==> config.mk <==
export PLATFORM = sky130hd
export DESIGN_NAME = la_capture_core
export DESIGN_NICKNAME = d
export VERILOG_FILES = /design/src/rtl/la_capture_core.sv
export SDC_FILE = /design/constraint.sdc
export NUM_CORES = 1
export LEC_CHECK = 0
export BUFFER_PORTS_ARGS = -buffer_cell sky130_fd_sc_hd__buf_2
export CORE_ASPECT_RATIO = 1.4
export CORE_UTILIZATION = 25
export DETAILED_ROUTE_END_ITERATION = 10
export GPL_TIMING_DRIVEN = 0
export SYNTH_ARGS = -nofsm -noshare
export SYNTH_HDL_FRONTEND = slang
export SYNTH_SLANG_ARGS = --single-unit
==> constraint.sdc <==
create_clock -name i_clk -period 3.8 [get_ports i_clk]
set_input_delay 0.19 -clock i_clk [delete_from_list [all_inputs] [get_ports i_clk]]
set_output_delay 0.19 -clock i_clk [all_outputs]
set_load 0.01 [all_outputs]
==> src/rtl/la_capture_core.sv <==
// Logic-analyser capture core: prescaled sampling into a ring buffer with a
// mask/value trigger, pre-trigger history and a valid/ready readout port.
module la_capture_core #(
  parameter int DATA_W = 8,
  parameter int DEPTH  = 32,
  parameter int TS_W   = 16,
  localparam int AW    = $clog2(DEPTH)
) (
  input  logic                   i_clk,
  input  logic                   _mrst,
  input  logic [DATA_W-1:0]      i_data,
  input  logic                   i_arm,
  input  logic                   i_abort,
  input  logic [DATA_W-1:0]      i_trig_mask,
  input  logic [DATA_W-1:0]      i_trig_value,
  input  logic                   i_trig_edge,
  input  logic [AW-1:0]          i_pre_count,
  input  logic [31:0]            i_prescaler,
  output logic                   o_run,
  output logic                   o_triggered,
  output logic                   o_rd_valid,
  input  logic                   i_rd_ready,
  output logic [TS_W+DATA_W-1:0] o_rd_data,
  output logic                   o_done
);

  typedef enum logic [2:0] {IDLE, ARMED, WAIT_TRIG, POST, READ} state_t;

  state_t                  state;
  logic [AW-1:0]           pre_q, wptr, trig_ptr, rd_ptr, post_left, rd_cnt;
  logic [31:0]             presc_q, pcnt;
  logic [DATA_W-1:0]       mask_q, value_q;
  logic                    edge_q, prev_match;
  logic [TS_W-1:0]         ts;
  logic [TS_W+DATA_W-1:0]  mem [DEPTH];

  logic capturing, strobe, match, trig_hit, wr_en;

  assign capturing = (state == ARMED) || (state == WAIT_TRIG) || (state == POST);
  assign strobe    = capturing && (pcnt == 32'd0);
  assign match     = ((i_data ^ value_q) & mask_q) == '0;
  assign trig_hit  = (state == WAIT_TRIG) && strobe && match && (!edge_q || !prev_match);
  // POST with nothing left to write only waits one clock to hand over to READ
  assign wr_en     = strobe && ((state != POST) || (post_left != '0));
  assign o_run     = capturing;

  always_ff @(posedge i_clk)
    if (wr_en) mem[wptr] <= {ts, i_data};

  always_ff @(posedge i_clk) begin
    if (!_mrst) begin
      state       <= IDLE;
      pre_q       <= '0;
      wptr        <= '0;
      trig_ptr    <= '0;
      rd_ptr      <= '0;
      post_left   <= '0;
      rd_cnt      <= '0;
      presc_q     <= '0;
      pcnt        <= '0;
      mask_q      <= '0;
      value_q     <= '0;
      edge_q      <= 1'b0;
      prev_match  <= 1'b0;
      ts          <= '0;
      o_triggered <= 1'b0;
      o_rd_valid  <= 1'b0;
      o_rd_data   <= '0;
      o_done      <= 1'b0;
    end else if (i_abort) begin
      state       <= IDLE;
      o_triggered <= 1'b0;
      o_rd_valid  <= 1'b0;
      o_rd_data   <= '0;
      o_done      <= 1'b0;
    end else begin
      o_done <= 1'b0;
      if (capturing) pcnt <= (pcnt == presc_q) ? 32'd0 : pcnt + 32'd1;
      if (wr_en) begin
        wptr       <= wptr + AW'(1);
        ts         <= ts + TS_W'(1);
        prev_match <= match;
      end
      case (state)
        IDLE: if (i_arm) begin
          pre_q      <= i_pre_count;
          presc_q    <= i_prescaler;
          mask_q     <= i_trig_mask;
          value_q    <= i_trig_value;
          edge_q     <= i_trig_edge;
          ts         <= '0;
          pcnt       <= '0;
          wptr       <= '0;
          prev_match <= 1'b0;
          state      <= (i_pre_count == '0) ? WAIT_TRIG : ARMED;
        end
        ARMED: if (strobe && (wptr + AW'(1) == pre_q)) state <= WAIT_TRIG;
        WAIT_TRIG: if (trig_hit) begin
          trig_ptr    <= wptr;
          post_left   <= AW'(DEPTH - 1) - pre_q;
          o_triggered <= 1'b1;
          state       <= POST;
        end
        POST: begin
          if (post_left == '0) begin
            state  <= READ;
            rd_ptr <= trig_ptr - pre_q;
            rd_cnt <= '0;
          end else if (strobe) begin
            post_left <= post_left - AW'(1);
          end
        end
        READ: begin
          // first clock in READ prefetches the oldest word
          if (!o_rd_valid) begin
            o_rd_data  <= mem[rd_ptr];
            rd_ptr     <= rd_ptr + AW'(1);
            o_rd_valid <= 1'b1;
          end else if (i_rd_ready) begin
            if (rd_cnt == AW'(DEPTH - 1)) begin
              o_rd_valid  <= 1'b0;
              o_rd_data   <= '0;
              o_done      <= 1'b1;
              o_triggered <= 1'b0;
              state       <= IDLE;
            end else begin
              o_rd_data <= mem[rd_ptr];
              rd_ptr    <= rd_ptr + AW'(1);
              rd_cnt    <= rd_cnt + AW'(1);
            end
          end
        end
        default: state <= IDLE;
      endcase
    end
  end

endmodule

* Word level (Yosys, flattened, before mapping)
Memories as Yosys holds them, arrays and structs flattened. A register that Yosys moved wholly into a read port is not among the register bits.
Cells that the tools add are included.
** Word-level totals
- Flip-flop bits (word level) :: 158
- Bits in writable memories :: 768
- Output and inout bits :: 28
- Memories kept :: 1
** Cells by class
- Bitwise logic cells :: 7
- Add/subtract/negate cells :: 8
- Mux-type cells :: 52
- Reductions and logical operators :: 31
- Equal/unequal tests :: 21
** Memory list
- mem :: words 32, bits a word 24, rd ports 1, clocked after memory_dff 1, write ports 1, RTL line 35 : logic [TS_W+DATA_W-1:0] mem [DEPTH];
** Operators with widths (count)
- 2-to-1 mux 32 bit :: 4
- 2-to-1 mux 5 bit :: 16
- 2-to-1 mux 24 bit :: 3
- 2-to-1 mux 16 bit :: 3
- adder 32 x 1 -> 32 bit (second input constant) :: 1
- == test 32 bit :: 1
- zero test 32 bit :: 1
- case mux 5 bit (2 select lines) :: 3
- 2-to-1 mux 3 bit :: 7
- adder 16 x 1 -> 16 bit (second input constant) :: 1
- inequality test 2 bit (second input constant) :: 8
- adder 5 x 1 -> 5 bit (second input constant) :: 3
- case mux 3 bit (5 select lines) :: 1
- AND reduction 5 bit :: 3
- 2-to-1 mux 1 bit :: 13
- zero test 5 bit :: 2
- AND 8 bit :: 1
- zero test 8 bit :: 1
- XOR 8 bit :: 1
- AND reduction 7 bit :: 1
- == test 3 x 2 -> 1 bit (second input constant) :: 2
- logical AND 1 bit :: 6
- inequality test 2 x 1 -> 1 bit (second input constant) :: 3
- inequality test 3 bit (second input constant) :: 2
- 21 further kinds :: 32

* Longest topological paths before layout
Gate-level depths: netlist of run 1.
- Word-level depth :: 9
- Gate-level depth with buffers :: 10
- Gate-level depth less buffers :: 9

* Worst setup path after synthesis of run 1
No wires, ideal clock.
- Kind :: flip-flop to flip-flop
- From :: register pcnt[0]
- To :: memory mem[23][0] (netlist name) (enable)
- Period minus slack after synthesis :: 3.002 ns
- Slack :: 0.798 ns
- Setup time :: 0.405 ns
- Arrival :: 2.597 ns
- Stages on the path, launching flop included :: 10
- Cell sequence :: dfxtp_1 inv_1 ha_1 nor4b_2 nand4_1 nor3_2 and2_1 buf_2 nand2_1 nor2_1
** On the way
- Cells in the longest elaborated chain, start to end :: 5
** Ends and longest elaborated chain
- start, declared :: RTL line 31 : logic [31:0] presc_q, pcnt;
- start signal, assigned :: RTL line 78 : if (capturing) pcnt <= (pcnt == presc_q) ? 32'd0 : pcnt + 32'd1;
- zero test 32 bit :: RTL line 40 : assign strobe = capturing && (pcnt == 32'd0);
- logical AND 1 bit :: RTL line 40
- logical AND 1 bit :: RTL line 44 : assign wr_en = strobe && ((state != POST) || (post_left != '0));
- 2-to-1 mux 1 bit :: RTL line 48 : if (wr_en) mem[wptr] <= {ts, i_data};
- 2-to-1 mux 1 bit (implied by the code) :: RTL line 48
- end, declared :: RTL line 35
No other way between the ends.

* Final worst setup path of run 1
- From :: register pcnt[14]
- To :: memory mem[6][19] (netlist name) (enable)
The elaborated chain is that of the path after synthesis.

==> results of run 1 <==
[timing repair]
item                                    4_1_cts  5_1_grt
resized for setup                             0        0
endpoints found under the setup margin        0       28
hold buffers                                 56        0
endpoints found under the hold margin        61        0
[power breakdown]
| part | leakage, nW | internal, W | switching, W | total, W |
|---|---|---|---|---|
| sequential | 8.66 | 0.0110 | 0.0000400 | 0.0110 |
| clock | 1.53 | 0.00550 | 0.00397 | 0.00947 |
| combinational | 3.82 | 0.000183 | 0.000333 | 0.000516 |
[sequential cells by signal, indices dropped and copies added, names as in the netlist, 8 cells and up, named ones only]
register and count:
mask_q 8, mem 768, o_rd_data 24, pcnt 32
presc_q 32, ts 16, value_q 8
[layout by cell type (no fill, tap or decap), drive strengths merged, types with 21 or more instances in the layout]
cell type      n
a211oi        52
a21oi        128
a22oi         29
buf          145
clkbuf       193
clkinv        43
dfxtp        163
dlygate4sd3   56
edfxtp       768
inv           21
mux2i         56
mux4         192
nand2        215
nand3         30
nand4         23
nor2         107
nor2b         52
o21ai         30
xnor2         49
xor2          37
[worst max-delay path, delay by kind of cell (launching register included)]
kind	cells	cell delay [ns]
buffers and inverters	1	0.17
and+or+nand+nor	6	2.68
DFF	1	0.39
[metal layers]
metal | routed length [µm] | up-vias | track usage
met1 | 40700 | 10733 | 0.163
met2 | 50600 | 593 | 0.230
li1 | - | 9224 | -
met4 | 2180 | 4 | 0.0395
met5 | 25 | - | 0
met3 | 5100 | 116 | 0.0177
[cell families (layout without fill, tap and decap cells)]
group / Yosys count / in the layout / share of synthesized area
other: 0 / 1 / 0
flip-flops: 931 / 931 / 0.712
AND/OR/NAND/NOR: 522 / 522 / 0.0677
adder cells (fa/ha/maj): 16 / 16 / 0.00561
buffers and inverters: 140 / 472 / 0.0159
multiplexers: 248 / 248 / 0.132
AO/OA/AOI/OAI: 280 / 280 / 0.0469
XOR/XNOR: 86 / 86 / 0.0204
[metrics by stage]
| step | area (µm²) | setup slack [ns] | power (W) | setup TNS [ns] |
|---|---|---|---|---|
| 2_1_floorplan | 37000 | 0.798 | 0.0115 | 0 |
| 4_1_cts | 44000 | 0.145 | 0.0212 | 0 |
| 5_1_grt | 44000 | -0.0105 | 0.0216 | -0.0881 |
| 3_3_place_gp | 39900 | -0.860 | 0.0117 | -561.84 |
| 3_5_place_dp | 40300 | 0.145 | 0.0117 | 0 |
| 6_report | 44000 | 0.129 | 0.0210 | 0 |
[how the worst max path moves through the flow]
stage | to | cells past startpoint
final | mem[6][19] | 7
after detailed placement | o_rd_data[1] | 8
after global placement | mem[28][20] | 7
after floorplan | mem[23][0] | 9
after CTS | o_rd_data[1] | 8
after global routing | mem[21][2] | 7
[layout make-up]
cell class                 count  share of cell area
antenna                        1           0.0000569
buffer                       123              0.0119
clock buffer                 117              0.0576
clock inverter                61              0.0137
inverter                      17             0.00145
multi-input combinational   1152               0.235
sequential                   931               0.599
tap                         1932              0.0550
timing repair buffer         154              0.0261
==> results.sh, run 1 <==
export IMPL_antenna_found_initial=6
export IMPL_synth_commonest_cells="edfxtp_1 (768), nand2_1 (215), mux4_2 (192)"
export IMPL_cts_max_level=3
export IMPL_holdPathEnd="ts[8]"
export IMPL_drc_errors=0
export IMPL_clkTransAtPathRegs_ns=0.06
export IMPL_yosys_warnings=0
export IMPL_globalRouteOverflowTotal=0
export IMPL_ys_seq_area_frac=0.712
export IMPL_worstPathRequired_ns=4.07
export IMPL_wl_mm=98.6
export IMPL_synth_flop_cell="edfxtp_1"
export IMPL_gp_congestion=0.813
export IMPL_startpoint="pcnt[14]"
export IMPL_async_reset_ff_frac=0
export IMPL_netlist_top_cells_area="edfxtp_1 (62%), mux4_2 (12%), dfxtp_1 (8.8%)"
export IMPL_grt_setup_unrepaired="yes"
export IMPL_reg2regPathDepth=7
export IMPL_syn_area_mm2=0.0370
export IMPL_dieArea_mm2=0.150
export IMPL_p_leak_nw=14.0
export IMPL_synth_most_common_cell="edfxtp_1"
export IMPL_first_iter_violations=1946
export IMPL_row_count=166
export IMPL_synth_edf_count=768
export IMPL_placed_cells=4253
export IMPL_layout_nets=2558
export IMPL_slew_limit_headroom=0.154
export IMPL_ant_nets=0
export IMPL_cts_root_buf="clkbuf_16"
export IMPL_cts_buffer_depth=3
export IMPL_yosysTopAreaCell="edfxtp_1"
export IMPL_synth_cell_types=65
export IMPL_fin_util=0.300
export IMPL_die_w_um=327
export IMPL_holdWs_ns=0.0688
export IMPL_worst_setup_path_type="flip-flop to flip-flop"
export IMPL_startpoint_type="flip-flop"
export IMPL_routed_via_density=4.61
export IMPL_hpwlAfterDp_mm=64.3
export IMPL_r2r_slack_ns=0.13
export IMPL_fill_cells=14324
export IMPL_drive_gt1_frac=0.210
export IMPL_grt_total_usage=0.130
export IMPL_numCtsBuffers=96
export IMPL_boundaryPins=95
export IMPL_fin_crit_sh=0.966
export IMPL_slowest_delay_ns=1.00
export IMPL_worstHoldPathCells=4
export IMPL_reg2reg_from="pcnt[14]"
export IMPL_grt_pass1_vias=21144
export IMPL_fmax_mhz=272
export IMPL_vias=20670
export IMPL_die_h_um=457
export IMPL_period_needed_ns=3.67
export IMPL_worstPathMaxFanout=24
export IMPL_start_util=0.253
export IMPL_finalHoldViolations=0
export IMPL_powerDensity_mw_per_mm2=478
export IMPL_area_growth_pct=18.8
export IMPL_synth_seq_cells=931
export IMPL_crit_slowest_cell="nor2_4"
export IMPL_drv_slew=0
export IMPL_seq_area_mm2=0.0263
export IMPL_multi_input_area_mm2=0.0103
export IMPL_synth_top_cell_area_share=0.623
export IMPL_end_kind="flip-flop"
export IMPL_insertion_delay_ns=0.67
export IMPL_skew_ns=0.0234
export IMPL_port_buffers=93
export IMPL_hold_start="i_arm"
export IMPL_cap_violations=0
export IMPL_ir_drop_mv=0.315
export IMPL_crit_chain="nor4_1 > nand4_1 > nor3_2 > and2_1 > buf_2 > nand2_1 > nor2_4"
export IMPL_hp_class="primary input to flip-flop"
export IMPL_syn_nets=2306
export IMPL_grt_max_degree=39
export IMPL_syn_inst=2223
export IMPL_status="completed"
export IMPL_post_cts_setup_buffers=0
export IMPL_tightest_slew_ns=1.27
export IMPL_cts_tree="yes"
export IMPL_rr_endpoint="mem[6][19]"
export IMPL_critPathArrivalTime_ns=3.94
export IMPL_setup_viol=0
export IMPL_cts_sinks=931
export IMPL_syn_avg_cell_area_um2=16.6
export IMPL_drt_first_pass_iters=6
export IMPL_wl_per_cell_um=22.0
export IMPL_grt_pass1_wl_mm=143
export IMPL_core_area_mm2=0.146
export IMPL_fin_cells=4488
(Power assumes the default switching activity.)
==> inputs of run 2 (changes only) <==
--- a/config.mk
+++ b/config.mk
@@ -10,6 +10,7 @@
 export CORE_UTILIZATION = 25
 export DETAILED_ROUTE_END_ITERATION = 10
 export GPL_TIMING_DRIVEN = 0
+export PLACE_DENSITY_LB_ADDON = 0.1
 export SYNTH_ARGS = -nofsm -noshare
 export SYNTH_HDL_FRONTEND = slang
 export SYNTH_SLANG_ARGS = --single-unit
==> results.sh, run 2 (same netlist as run 1, synthesis figures left out) <==
export IMPL_status="completed"
export IMPL_routed_via_density=4.56
export IMPL_tightest_slew_ns=1.35
export IMPL_top_regs="mem: 768 flops, pcnt: 32 flops, presc_q: 32 flops"
export IMPL_cts_buffer_depth=3
export IMPL_area_growth_pct=22.3
export IMPL_slew_limit_headroom=0.0955
export IMPL_tns_ns=0
export IMPL_gp_congestion=0.749
export IMPL_grt_setup_unrepaired="no"
export IMPL_ant_nets=0
export IMPL_mostFrequentLayoutCells="edfxtp_1 (768), nand2_1 (215), mux4_2 (192)"
export IMPL_layout_nets=2623
export IMPL_top_register="mem"
export IMPL_grt_pass1_vias=22060
export IMPL_drive_gt1_frac=0.231
export IMPL_ir_drop_mv=0.383
export IMPL_holdPathEnd="mem[4][5]"
export IMPL_period_needed_ns=3.65
export IMPL_grt_max_degree=39
export IMPL_insertion_delay_ns=0.70
export IMPL_p_sw_frac=0.209
export IMPL_fin_crit_sh=0.962
export IMPL_grt_total_usage=0.149
export IMPL_hold_start="i_data[5]"
export IMPL_die_h_um=457
export IMPL_core_area_mm2=0.146
export IMPL_largest_reg_flops=768
export IMPL_dieArea_mm2=0.150
export IMPL_cts_max_level=3
export IMPL_path_buf_inv=2
export IMPL_globalRouteOverflowTotal=0
export IMPL_grt_pass1_wl_mm=159
export IMPL_fmax_mhz=274
export IMPL_skew_ns=0.0254
export IMPL_cap_violations=0
export IMPL_fill_cells=14418
export IMPL_crit_chain="nor4_1 > nand4_1 > nor3_2 > and2_1 > buf_2 > nand2_1 > nor2_4 > buf_12"
export IMPL_row_count=166
export IMPL_slowest_delay_ns=0.66
export IMPL_cts_sinks=931
export IMPL_setup_viol=0
export IMPL_wl_mm=111
export IMPL_cts_tree="yes"
export IMPL_r2r_slack_ns=0.15
export IMPL_combPwrFrac=0.024
export IMPL_drc_errors=0
export IMPL_first_iter_violations=1403
export IMPL_vias=20774
export IMPL_end_kind="flip-flop"
export IMPL_boundaryPins=95
export IMPL_reg2regPathDepth=8
export IMPL_port_buffers=93
export IMPL_startpoint_type="flip-flop"
export IMPL_intPower_w=0.0171
export IMPL_hp_class="primary input to flip-flop"
export IMPL_p_leak_nw=14.6
export IMPL_wl_per_cell_um=24.4
export IMPL_rr_endpoint="mem[2][18]"
export IMPL_switching_power_w=0.00450
export IMPL_drt_first_pass_iters=5
export IMPL_worstPathMaxFanout=15
export IMPL_worst_setup_path_type="flip-flop to flip-flop"
export IMPL_numCtsBuffers=102
export IMPL_finalHoldViolations=0
export IMPL_worstHoldPathCells=1
export IMPL_finalPower_w=0.0216
export IMPL_drv_slew=0
export IMPL_start_util=0.253
export IMPL_die_w_um=327
export IMPL_final_common_cell="edfxtp_1"
export IMPL_cp_num_cells=8
export IMPL_clkTransAtPathRegs_ns=0.06
export IMPL_antenna_found_initial=1
export IMPL_pwr_share_seq=0.511
export IMPL_cts_root_buf="clkbuf_16"
export IMPL_hpwlAfterDp_mm=75.3
export IMPL_powerDensity_mw_per_mm2=477
export IMPL_crit_family="simple AND/OR/NAND/NOR gates"
export IMPL_critPathArrivalTime_ns=4.05
export IMPL_clock_power_share=0.465
export IMPL_worstPathRequired_ns=4.19
export IMPL_reg2reg_from="pcnt[14]"
export IMPL_crit_slowest_cell="nor2_4"
[run 2: cell type report]
type / instances / area (µm²) / area share
Tap cell: 1932 / 2420 / 0.0534
Inverter: 17 / 63.8 / 0.00141
Clock inverter: 50 / 522 / 0.0115
Sequential cell: 931 / 26300 / 0.582
Timing Repair Buffer: 213 / 2210 / 0.0488
Multi-Input combinational cell: 1152 / 10300 / 0.228
Buffer: 123 / 533 / 0.0118
Clock buffer: 138 / 2830 / 0.0626
Antenna cell: 2 / 5.00 / 0.000111
[run 2: power groups by stage]
stage,logic (W),registers (W),clock network (W)
6_report,0.000518,0.0110,0.0100
3_5_place_dp,0.000478,0.0113,0
4_1_cts,0.000531,0.0110,0.0104
2_1_floorplan,0.000248,0.0112,0
3_3_place_gp,0.000456,0.0113,0
5_1_grt,0.000572,0.0110,0.0107
[run 2: how the worst max path moves through the flow]
| stage | from | endpoint | slack (ns) |
|---|---|---|---|
| detailed placement | pcnt[14] | mem[4][18] | -0.05 |
| floorplan | pcnt[0] | mem[23][0] | 0.80 |
| finish | pcnt[14] | mem[2][18] | 0.15 |
| global route | flip-flop | o_rd_data[19] | 0.0001 |
| CTS | pcnt[14] | mem[21][21] | 0.002 |
| global placement | pcnt[14] | mem[3][18] | -1.65 |
[run 2: metal layers]
metal / GRT usage / wire (µm) / vias up
li1: - / - / 9344
met1: 0.180 / 46000 / 10856
met2: 0.274 / 59200 / 445
met3: 0.0196 / 3780 / 129
met4: 0.0444 / 2310 / 0
met5: 0 / 0 / -
[run 2: timing repair]
item | CTS | global route
endpoints found under the hold margin | 63 | 0
gates resized for setup | 1 | 6
setup buffers | 18 | 13
hold buffers | 57 | 0
pin swaps | 7 | 7
endpoints found under the setup margin | 94 | 68
[run 2: per-stage QoR]
stage,utilization,hold WS [ns],instance area [µm²],cells,worst slack [ns]
after floorplan,-,0.289,37000,2223,0.798
after global placement,0.272,0.424,39900,4248,-1.65
after detailed placement,0.279,0.431,40900,4280,-0.0498
after CTS,0.308,0.0381,45000,4543,0.00163
after global routing,0.309,0.103,45200,4557,0.000105
final,0.309,0.0792,45200,4558,0.146
==> inputs of run 3 (changes only) <==
==> constraint.sdc (replaced) <==
create_clock -name i_clk -period 3.8 [get_ports i_clk]
set_input_delay 0 -clock i_clk [delete_from_list [all_inputs] [get_ports i_clk]]
set_output_delay 0 -clock i_clk [all_outputs]
set_load 0.01 [all_outputs]
==> results.sh, run 3 (same netlist as run 1, synthesis figures left out) <==
export IMPL_status="completed"
export IMPL_grt_setup_unrepaired="no"
export IMPL_dieArea_mm2=0.150
export IMPL_routed_via_density=4.55
export IMPL_dp_slack_ns=-0.0498
export IMPL_ant_nets=0
export IMPL_area_growth_pct=22.7
export IMPL_final_common_cell="edfxtp_1"
export IMPL_postPlaceCellArea_mm2=0.0409
export IMPL_globalRouteOverflowTotal=0
export IMPL_fin_cells=4572
export IMPL_slew_limit_headroom=0.105
export IMPL_powerDensity_mw_per_mm2=476
export IMPL_cts_max_level=3
export IMPL_skew_ns=0.0245
export IMPL_row_count=166
export IMPL_fmax_mhz=274
export IMPL_grt_max_degree=39
export IMPL_hpwlAfterDp_mm=75.3
export IMPL_tightest_slew_ns=1.34
export IMPL_top_regs="mem: 768 flops, pcnt: 32 flops, presc_q: 32 flops"
export IMPL_worstPathRequired_ns=4.19
export IMPL_port_buffers=93
export IMPL_fin_crit_sh=0.960
export IMPL_antenna_found_initial=1
export IMPL_top_register="mem"
export IMPL_die_w_um=327
export IMPL_drt_first_pass_iters=5
export IMPL_wl_mm=111
export IMPL_numCtsBuffers=102
export IMPL_vias=20800
export IMPL_setup_viol=0
export IMPL_period_needed_ns=3.65
export IMPL_grt_pass1_wl_mm=159
export IMPL_end_kind="flip-flop"
export IMPL_finalHoldViolations=0
export IMPL_first_iter_violations=1260
export IMPL_boundaryPins=95
export IMPL_grt_pass1_vias=22122
export IMPL_core_area_mm2=0.146
export IMPL_cts_buffer_depth=3
export IMPL_cts_sinks=931
export IMPL_critPathArrivalTime_ns=4.04
export IMPL_drv_slew=0
export IMPL_cts_root_buf="clkbuf_16"
export IMPL_wl_per_cell_um=24.3
export IMPL_worstPathMaxFanout=15
export IMPL_die_h_um=457
export IMPL_drc_errors=0
export IMPL_mostFrequentLayoutCells="edfxtp_1 (768), nand2_1 (215), mux4_2 (192)"
export IMPL_hp_class="primary input to flip-flop"
export IMPL_start_util=0.253
export IMPL_ir_drop_mv=0.383
export IMPL_startpoint_type="flip-flop"
export IMPL_clkTransAtPathRegs_ns=0.06
export IMPL_setup_ws_ns=0.153
export IMPL_worst_setup_path_type="flip-flop to flip-flop"
export IMPL_largest_reg_flops=768
export IMPL_grt_total_usage=0.149
export IMPL_drive_gt1_frac=0.230
export IMPL_placed_cells=4280
export IMPL_gp_congestion=0.749
export IMPL_cts_tree="yes"
export IMPL_cap_violations=0
export IMPL_stdcell_area_mm2=0.0454
export IMPL_p_leak_nw=14.7
export IMPL_insertion_delay_ns=0.70
export IMPL_layout_nets=2637
==> run 3: changes by cell type in the layout (fill, tap and decap cells not counted), sizes merged <==
cell / change
dlygate4sd3: +14
==> run 3: report_power, final <==
| part | internal [W] | switching (W) | total, W |
|---|---|---|---|
| logic | 0.000205 | 0.000323 | 0.000527 |
| registers | 0.0110 | 0.0000417 | 0.0110 |
| clock network | 0.00589 | 0.00414 | 0.0100 |
| total | 0.0171 | 0.00450 | 0.0216 |
==> run 3: through the flow <==
step / setup TNS, ns / utilization / total power, W / hold slack, ns
global placement: -1062.25 / 0.272 / 0.0117 / 0.241
floorplan: 0 / - / 0.0115 / 0.0989
finish: 0 / 0.310 / 0.0216 / 0.0815
global route: 0 / 0.310 / 0.0223 / 0.0720
CTS: 0 / 0.309 / 0.0219 / 0.0119
detailed placement: -2.79 / 0.279 / 0.0117 / 0.247
==> run 3: metal layers <==
layer	part of all wire	vias to the layer above	track usage
met2	0.53	426	0.274
li1	-	9376	-
met4	0.022	0	0.0450
met3	0.033	137	0.0195
met5	0	-	0
met1	0.41	10861	0.180
==> run 3: final timing paths <==
kind | from | to | cells past startpoint | slack, ns
setup / recovery | pcnt[14] | mem[2][18] | 8 | 0.15
hold / removal | i_prescaler[3] | presc_q[3] | 4 | 0.08
setup reg to reg | pcnt[14] | mem[2][18] | 8 | 0.15
hold reg to reg | o_rd_data[19] | o_rd_data[19] | 2 | 0.43
==> run 3: final cells by class <==
cell class | count | area (µm²)
Fill cell | 14411 | 101000
Buffer | 123 | 533
Clock inverter | 50 | 522
Tap cell | 1932 | 2420
Sequential cell | 931 | 26300
Timing Repair Buffer | 227 | 2350
Inverter | 17 | 63.8
Multi-Input combinational cell | 1152 | 10300
Clock buffer | 138 | 2830
Antenna cell | 2 | 5.00
==> run 3: worst max-delay path, stage by stage, from the launching register on <==
cell and delay, ns:
dfxtp_1 0.38, nor4_1 0.54, nand4_1 0.32, nor3_2 0.28, and2_1 0.14, buf_2 0.18, nand2_1 0.56, nor2_4 0.66
buf_12 0.26
==> run 3: timing repair <==
action                     in CTS  in global routing
resized for setup               1                  6
buffers inserted               18                 13
hold buffers                   71                  0
setup endpoints to repair      94                 68
hold endpoints to repair      345                  0
pin swaps                       7                  7
